<file path="config.mk">
export PLATFORM = sky130hd
export DESIGN_NAME = scaler_k_sched
export DESIGN_NICKNAME = d
export VERILOG_FILES = /design/src/rtl/scaler_pkg.sv /design/src/rtl/scaler_k_sched.sv
export SDC_FILE = /design/constraint.sdc
export NUM_CORES = 1
export LEC_CHECK = 0
export ABC_CLOCK_PERIOD_IN_PS = 7200
export BUFFER_PORTS_ARGS = -buffer_cell sky130_fd_sc_hd__clkbuf_2
export CAP_MARGIN = 20
export CELL_PAD_IN_SITES_DETAIL_PLACEMENT = 2
export CELL_PAD_IN_SITES_GLOBAL_PLACEMENT = 2
export CORE_MARGIN = 10
export CORE_UTILIZATION = 38
export DETAILED_ROUTE_END_ITERATION = 6
export GPL_TIMING_DRIVEN = 1
export HOLD_SLACK_MARGIN = 0.15
export PLACE_DENSITY = 0.91
export SYNTH_ARGS = -nofsm -noshare
export SYNTH_HDL_FRONTEND = slang
export SYNTH_SLANG_ARGS = --single-unit
</file>
<file path="constraint.sdc">
create_clock -name clk -period 7.2 [get_ports clk]
set_input_delay 2.16 -clock clk [delete_from_list [all_inputs] [get_ports clk]]
set_output_delay 2.16 -clock clk [all_outputs]
set_load 0.02 [all_outputs]
</file>
<file path="src/rtl/scaler_pkg.sv">
// scaler_pkg: shared widths, constants, FSM states and K saturation helper for the scaler K sequencer
package scaler_pkg;
  localparam int DIM_W = 12;
  localparam int QUO_W = 20;
  localparam int K_W = 16;
  localparam int K_FRAC_BITS = 8;
  localparam logic [K_W-1:0] K_SAT = 16'hFFFF;
  typedef enum logic [2:0] {IDLE, LOAD_H, WAIT_H, LOAD_V, WAIT_V, DONE} k_state_e;
  // zero denominator or a quotient that does not fit 8.8 both saturate K
  function automatic logic [K_W-1:0] k_sat(input logic [DIM_W-1:0] den, input logic [QUO_W-1:0] q);
    return (den == '0 || q[QUO_W-1:K_W] != '0) ? K_SAT : q[K_W-1:0];
  endfunction
endpackage

</file>
<file path="src/rtl/scaler_k_sched.sv">
// scaler_k_sched: drives one shared pipelined divider to produce an atomic pair of 8.8 scale factors
//   start, s_width/s_height/t_width/t_height : recompute request, live source/target dimensions
//   div_numer, div_denom, div_quotient       : operands to and result from the external divider
//   h_scale_K, v_scale_K, k_valid, k_done    : registered K pair, ever-computed flag, update pulse
//   busy, div_err, ovf_err                   : sequencer activity, last-run error flags
module scaler_k_sched
  import scaler_pkg::*;
#(
  parameter int DIV_LATENCY = 20,
  parameter bit AUTO_START = 1'b1
) (
  input  logic             clk,
  input  logic             rst_n,
  input  logic             start,
  input  logic [DIM_W-1:0] s_width,
  input  logic [DIM_W-1:0] s_height,
  input  logic [DIM_W-1:0] t_width,
  input  logic [DIM_W-1:0] t_height,
  output logic [QUO_W-1:0] div_numer,
  output logic [DIM_W-1:0] div_denom,
  input  logic [QUO_W-1:0] div_quotient,
  output logic [K_W-1:0]   h_scale_K,
  output logic [K_W-1:0]   v_scale_K,
  output logic             k_valid,
  output logic             k_done,
  output logic             busy,
  output logic             div_err,
  output logic             ovf_err
);
  k_state_e state, nxt;
  logic [7:0] cnt;
  logic pend;
  logic [DIM_W-1:0] snap_sw, snap_sh, snap_tw, snap_th;
  logic [K_W-1:0] h_k, v_k;
  logic h_de, h_oe, v_de, v_oe;
  logic trig, cnt_zero, cap_h, cap_v;
  assign trig = start | (AUTO_START & ({s_width, s_height, t_width, t_height} != {snap_sw, snap_sh, snap_tw, snap_th}));
  assign cnt_zero = cnt == 8'd0;
  assign cap_h = state == WAIT_H && cnt_zero;
  assign cap_v = state == WAIT_V && cnt_zero;
  assign busy = state != IDLE;
  always_comb begin
    nxt = state;
    case (state)
      IDLE:    nxt = trig ? LOAD_H : IDLE;
      LOAD_H:  nxt = WAIT_H;
      WAIT_H:  nxt = cnt_zero ? LOAD_V : WAIT_H;
      LOAD_V:  nxt = WAIT_V;
      WAIT_V:  nxt = cnt_zero ? DONE : WAIT_V;
      DONE:    nxt = (trig | pend) ? LOAD_H : IDLE;
      default: nxt = IDLE;
    endcase
  end
  // operands are registered on entry to LOAD_x so they are already stable in the LOAD_x cycle
  always_ff @(posedge clk or negedge rst_n)
    if (!rst_n) begin
      state <= IDLE;
      cnt <= '0;
      pend <= 1'b0;
      {snap_sw, snap_sh, snap_tw, snap_th} <= '0;
      div_numer <= '0;
      div_denom <= '0;
    end else begin
      state <= nxt;
      cnt <= (state == LOAD_H || state == LOAD_V) ? 8'(DIV_LATENCY - 1) : cnt_zero ? cnt : cnt - 8'd1;
      if (nxt == LOAD_H) begin
        {snap_sw, snap_sh, snap_tw, snap_th} <= {s_width, s_height, t_width, t_height};
        div_numer <= {s_width, {K_FRAC_BITS{1'b0}}};
        div_denom <= t_width;
        pend <= 1'b0;
      end else if (trig && busy) pend <= 1'b1;
      if (nxt == LOAD_V) begin
        div_numer <= {snap_sh, {K_FRAC_BITS{1'b0}}};
        div_denom <= snap_th;
      end
    end
  // per-axis results stage here and only reach the outputs together in DONE
  always_ff @(posedge clk or negedge rst_n)
    if (!rst_n) begin
      {h_k, v_k, h_de, h_oe, v_de, v_oe} <= '0;
      {h_scale_K, v_scale_K} <= '0;
      {k_valid, k_done, div_err, ovf_err} <= '0;
    end else begin
      if (cap_h) begin
        h_k <= k_sat(snap_tw, div_quotient);
        h_de <= snap_tw == '0;
        h_oe <= snap_tw != '0 && div_quotient[QUO_W-1:K_W] != '0;
      end
      if (cap_v) begin
        v_k <= k_sat(snap_th, div_quotient);
        v_de <= snap_th == '0;
        v_oe <= snap_th != '0 && div_quotient[QUO_W-1:K_W] != '0;
      end
      k_done <= state == DONE;
      if (state == DONE) begin
        h_scale_K <= h_k;
        v_scale_K <= v_k;
        div_err <= h_de | v_de;
        ovf_err <= h_oe | v_oe;
        k_valid <= 1'b1;
      end
    end
endmodule

</file>
==> flow_metrics.env <==
export IMPL_ant_nets=0
export IMPL_cts_buffers=17
export IMPL_syn2layout_area_growth_pct=21.8
export IMPL_grt_pass1_vias=6068
export IMPL_grt_max_degree=109
export IMPL_synth_area_leaders="dfrtp_1, mux2_2, nand2_1, o22a_1, a221o_1"
export IMPL_fin_crit_sh=0.703
export IMPL_synth_most_common_cell="dfrtp_1"
export IMPL_drt_iter0_drc=261
export IMPL_hold_worst_slack_ns=0.478
export IMPL_grt_antenna_before_repair=0
export IMPL_place_area_um2=7520
export IMPL_grt_usage=0.196
export IMPL_hp_class="reg -> reg"
export IMPL_fin_skew_ns=0.0131
export IMPL_power_density_nw_per_um2=243
export IMPL_ys_flop_type="dfrtp_1"
export IMPL_min_delay_start="v_oe"
export IMPL_worstPathArrival_ns=5.37
export IMPL_antenna_cells=0
export IMPL_synth_cell_types=39
export IMPL_rsz0062_at_grt="false"
export IMPL_hold_viol=0
export IMPL_die_h_um=153
export IMPL_cts_tree="built"
export IMPL_status="finished clean"
export IMPL_synth_edff_count=0
export IMPL_multi_input_area_um2=2590
export IMPL_place_congestion=0.809
export IMPL_synth_area_um2=6680
export IMPL_async_flop_share=1.00
export IMPL_synth_seq_area_share=0.584
export IMPL_grt_first_pass_wirelength_mm=36.1
export IMPL_drc=0
export IMPL_worstMarginPinSlew_ns=0.876
export IMPL_vias=5033
export IMPL_viasPerCell=5.37
export IMPL_path_clk_slew_ns=0.06
export IMPL_max_clock_freq_ghz=0.197
export IMPL_cts_root_buf="clkbuf_16"
export IMPL_core_um2=17300
export IMPL_ioPinCount=140
export IMPL_h_tree_depth=4
export IMPL_startpoint="s_width[5]"
export IMPL_ys_seq_elements=156
export IMPL_rr_startpoint="snap_th[0]"
export IMPL_wire_per_inst_um=24.3
export IMPL_setup_viol=0
export IMPL_fin_crit_ns=5.06
export IMPL_critPathLaunchType="primary input"
export IMPL_tns_ns=0
export IMPL_ys_warnings_count=0
export IMPL_utilization=0.471
export IMPL_synth_cells=571
export IMPL_path_max_fanout=30
export IMPL_path_class="in -> reg"
export IMPL_synth_area_per_cell_um2=11.7
export IMPL_nNetsFinal=772
export IMPL_synth_top_area_frac=0.584
export IMPL_num_fill_cells=1769
export IMPL_post_cts_buffers=0
export IMPL_regArea_um2=3900
export IMPL_end_kind="flip-flop"
export IMPL_cap_violations=0
export IMPL_fin_area_um2=8140
export IMPL_cts_max_path_buffers=2
export IMPL_leakagePower_uw=0.00358
export IMPL_slew_violations=0
export IMPL_hold_buffers=0
export IMPL_initial_core_util=0.386
export IMPL_die_area_um2=23300
export IMPL_clock_latency_ns=0.43
export IMPL_clock_sinks=156
export IMPL_grt_ovfl_total=0
export IMPL_die_x_um=153
export IMPL_slew_headroom=0.411
export IMPL_max_vdd_ir_drop_v=0.000201
export IMPL_dr_pass1_iters=4
export IMPL_hpwl_mm=15.8
export IMPL_synth_commonest_cells="dfrtp_1, nand2_1, mux2_2, o22a_1, xor2_1"
export IMPL_drt_total_wl_mm=22.8
export IMPL_cts_resized=0
export IMPL_port_buffers=131
export IMPL_cp_required_ns=7.51
export IMPL_yosysTopAreaCell="dfrtp_1"
export IMPL_rows=48
export IMPL_drive_gt1_frac=0.311
==> per-layer routing <==
| metal | GRT usage | share of wire |
|---|---|---|
| met1 | 0.221 | 0.40 |
| met5 | 0 | 0 |
| met4 | 0.0727 | 0.020 |
| met2 | 0.342 | 0.52 |
| met3 | 0.0615 | 0.058 |
==> kinds of logic (layout without fill, tap and decap cells) <==
logic type	after synthesis	count (layout)	synth area share
flops	156	156	0.584
simple gates	196	196	0.138
mux	50	50	0.0839
buf+inv	44	179	0.0315
other cells	1	8	0.000561
fa+ha+maj	1	1	0.00187
compound gates	73	73	0.0946
xor+xnor	50	50	0.0655
==> critical path, stage by stage <==
cell and delay (ns):
clkbuf_2 0.11, xor2_1 0.16, nor4_1 0.62, nand4b_1 0.23
nor4_1 0.52, a21oi_1 0.28, a21o_1 0.47, buf_4 0.38
a221o_1 0.41
==> stage by stage <==
step	cells	power [µW]	setup slack, ns
5_1_grt	938	2060	2.00
4_1_cts	937	2000	2.24
2_1_floorplan	578	1000	2.97
3_5_place_dp	905	1080	1.93
3_3_place_gp	905	1070	2.15
6_report	938	1980	2.14
==> power by group <==
group / internal [µW] / switching [µW]
Sequential: 903 / 26.2
Clock: 517 / 390
Combinational: 57.3 / 85.8
Total: 1480 / 502
==> path summary, 6_finish.rpt <==
kind | end | slack, ns | cells past startpoint
max reg2reg | div_denom[1] | 3.54 | 8
max in group asynchronous | h_scale_K[12] | 4.27 | 3
min in group asynchronous | h_scale_K[14] | 1.54 | 1
min reg2reg | v_oe | 0.48 | 2
max | div_denom[1] | 2.14 | 9
min | v_oe | 0.48 | 2
==> state kept, by name, summed over array words and instances (netlist names), 3 cells and up <==
register and flops:
h_k 16, h_scale_K 16, v_k 16, v_scale_K 16, div_denom 12, div_numer 12
snap_sh 12, snap_sw 12, snap_th 12, snap_tw 12, cnt 8, state 3
==> final cells by class <==
type / instances / area share
flip-flops and latches: 156 / 0.480
multi-input cells: 378 / 0.319
repair buffers: 138 / 0.0902
clock buffers: 18 / 0.0527
well taps: 225 / 0.0346
clock inverters: 14 / 0.0198
inverters: 9 / 0.00415
==> placed cells by master, fill, tap and decap left out, drive strengths merged <==
cell type / n
a211oi: 1
a21o: 1
a21oi: 5
a221o: 24
a221oi: 1
a22o: 1
and2: 24
and3: 2
buf: 8
bufinv: 2
clkbuf: 148
clkinv: 5
clkinvlp: 3
conb: 8
dfrtp: 156
ha: 1
inv: 13
mux2: 48
mux2i: 2
nand2: 113
nand2b: 2
nand3: 7
nand3b: 3
nand4: 6
nand4b: 1
nor2: 16
nor2b: 1
nor3: 2
nor4: 15
nor4b: 1
o2111ai: 1
o21ai: 6
o22a: 32
o22ai: 1
or2: 1
or3: 2
xnor2: 24
xor2: 26
No activity file was read; power rests on OpenSTA's default activity.
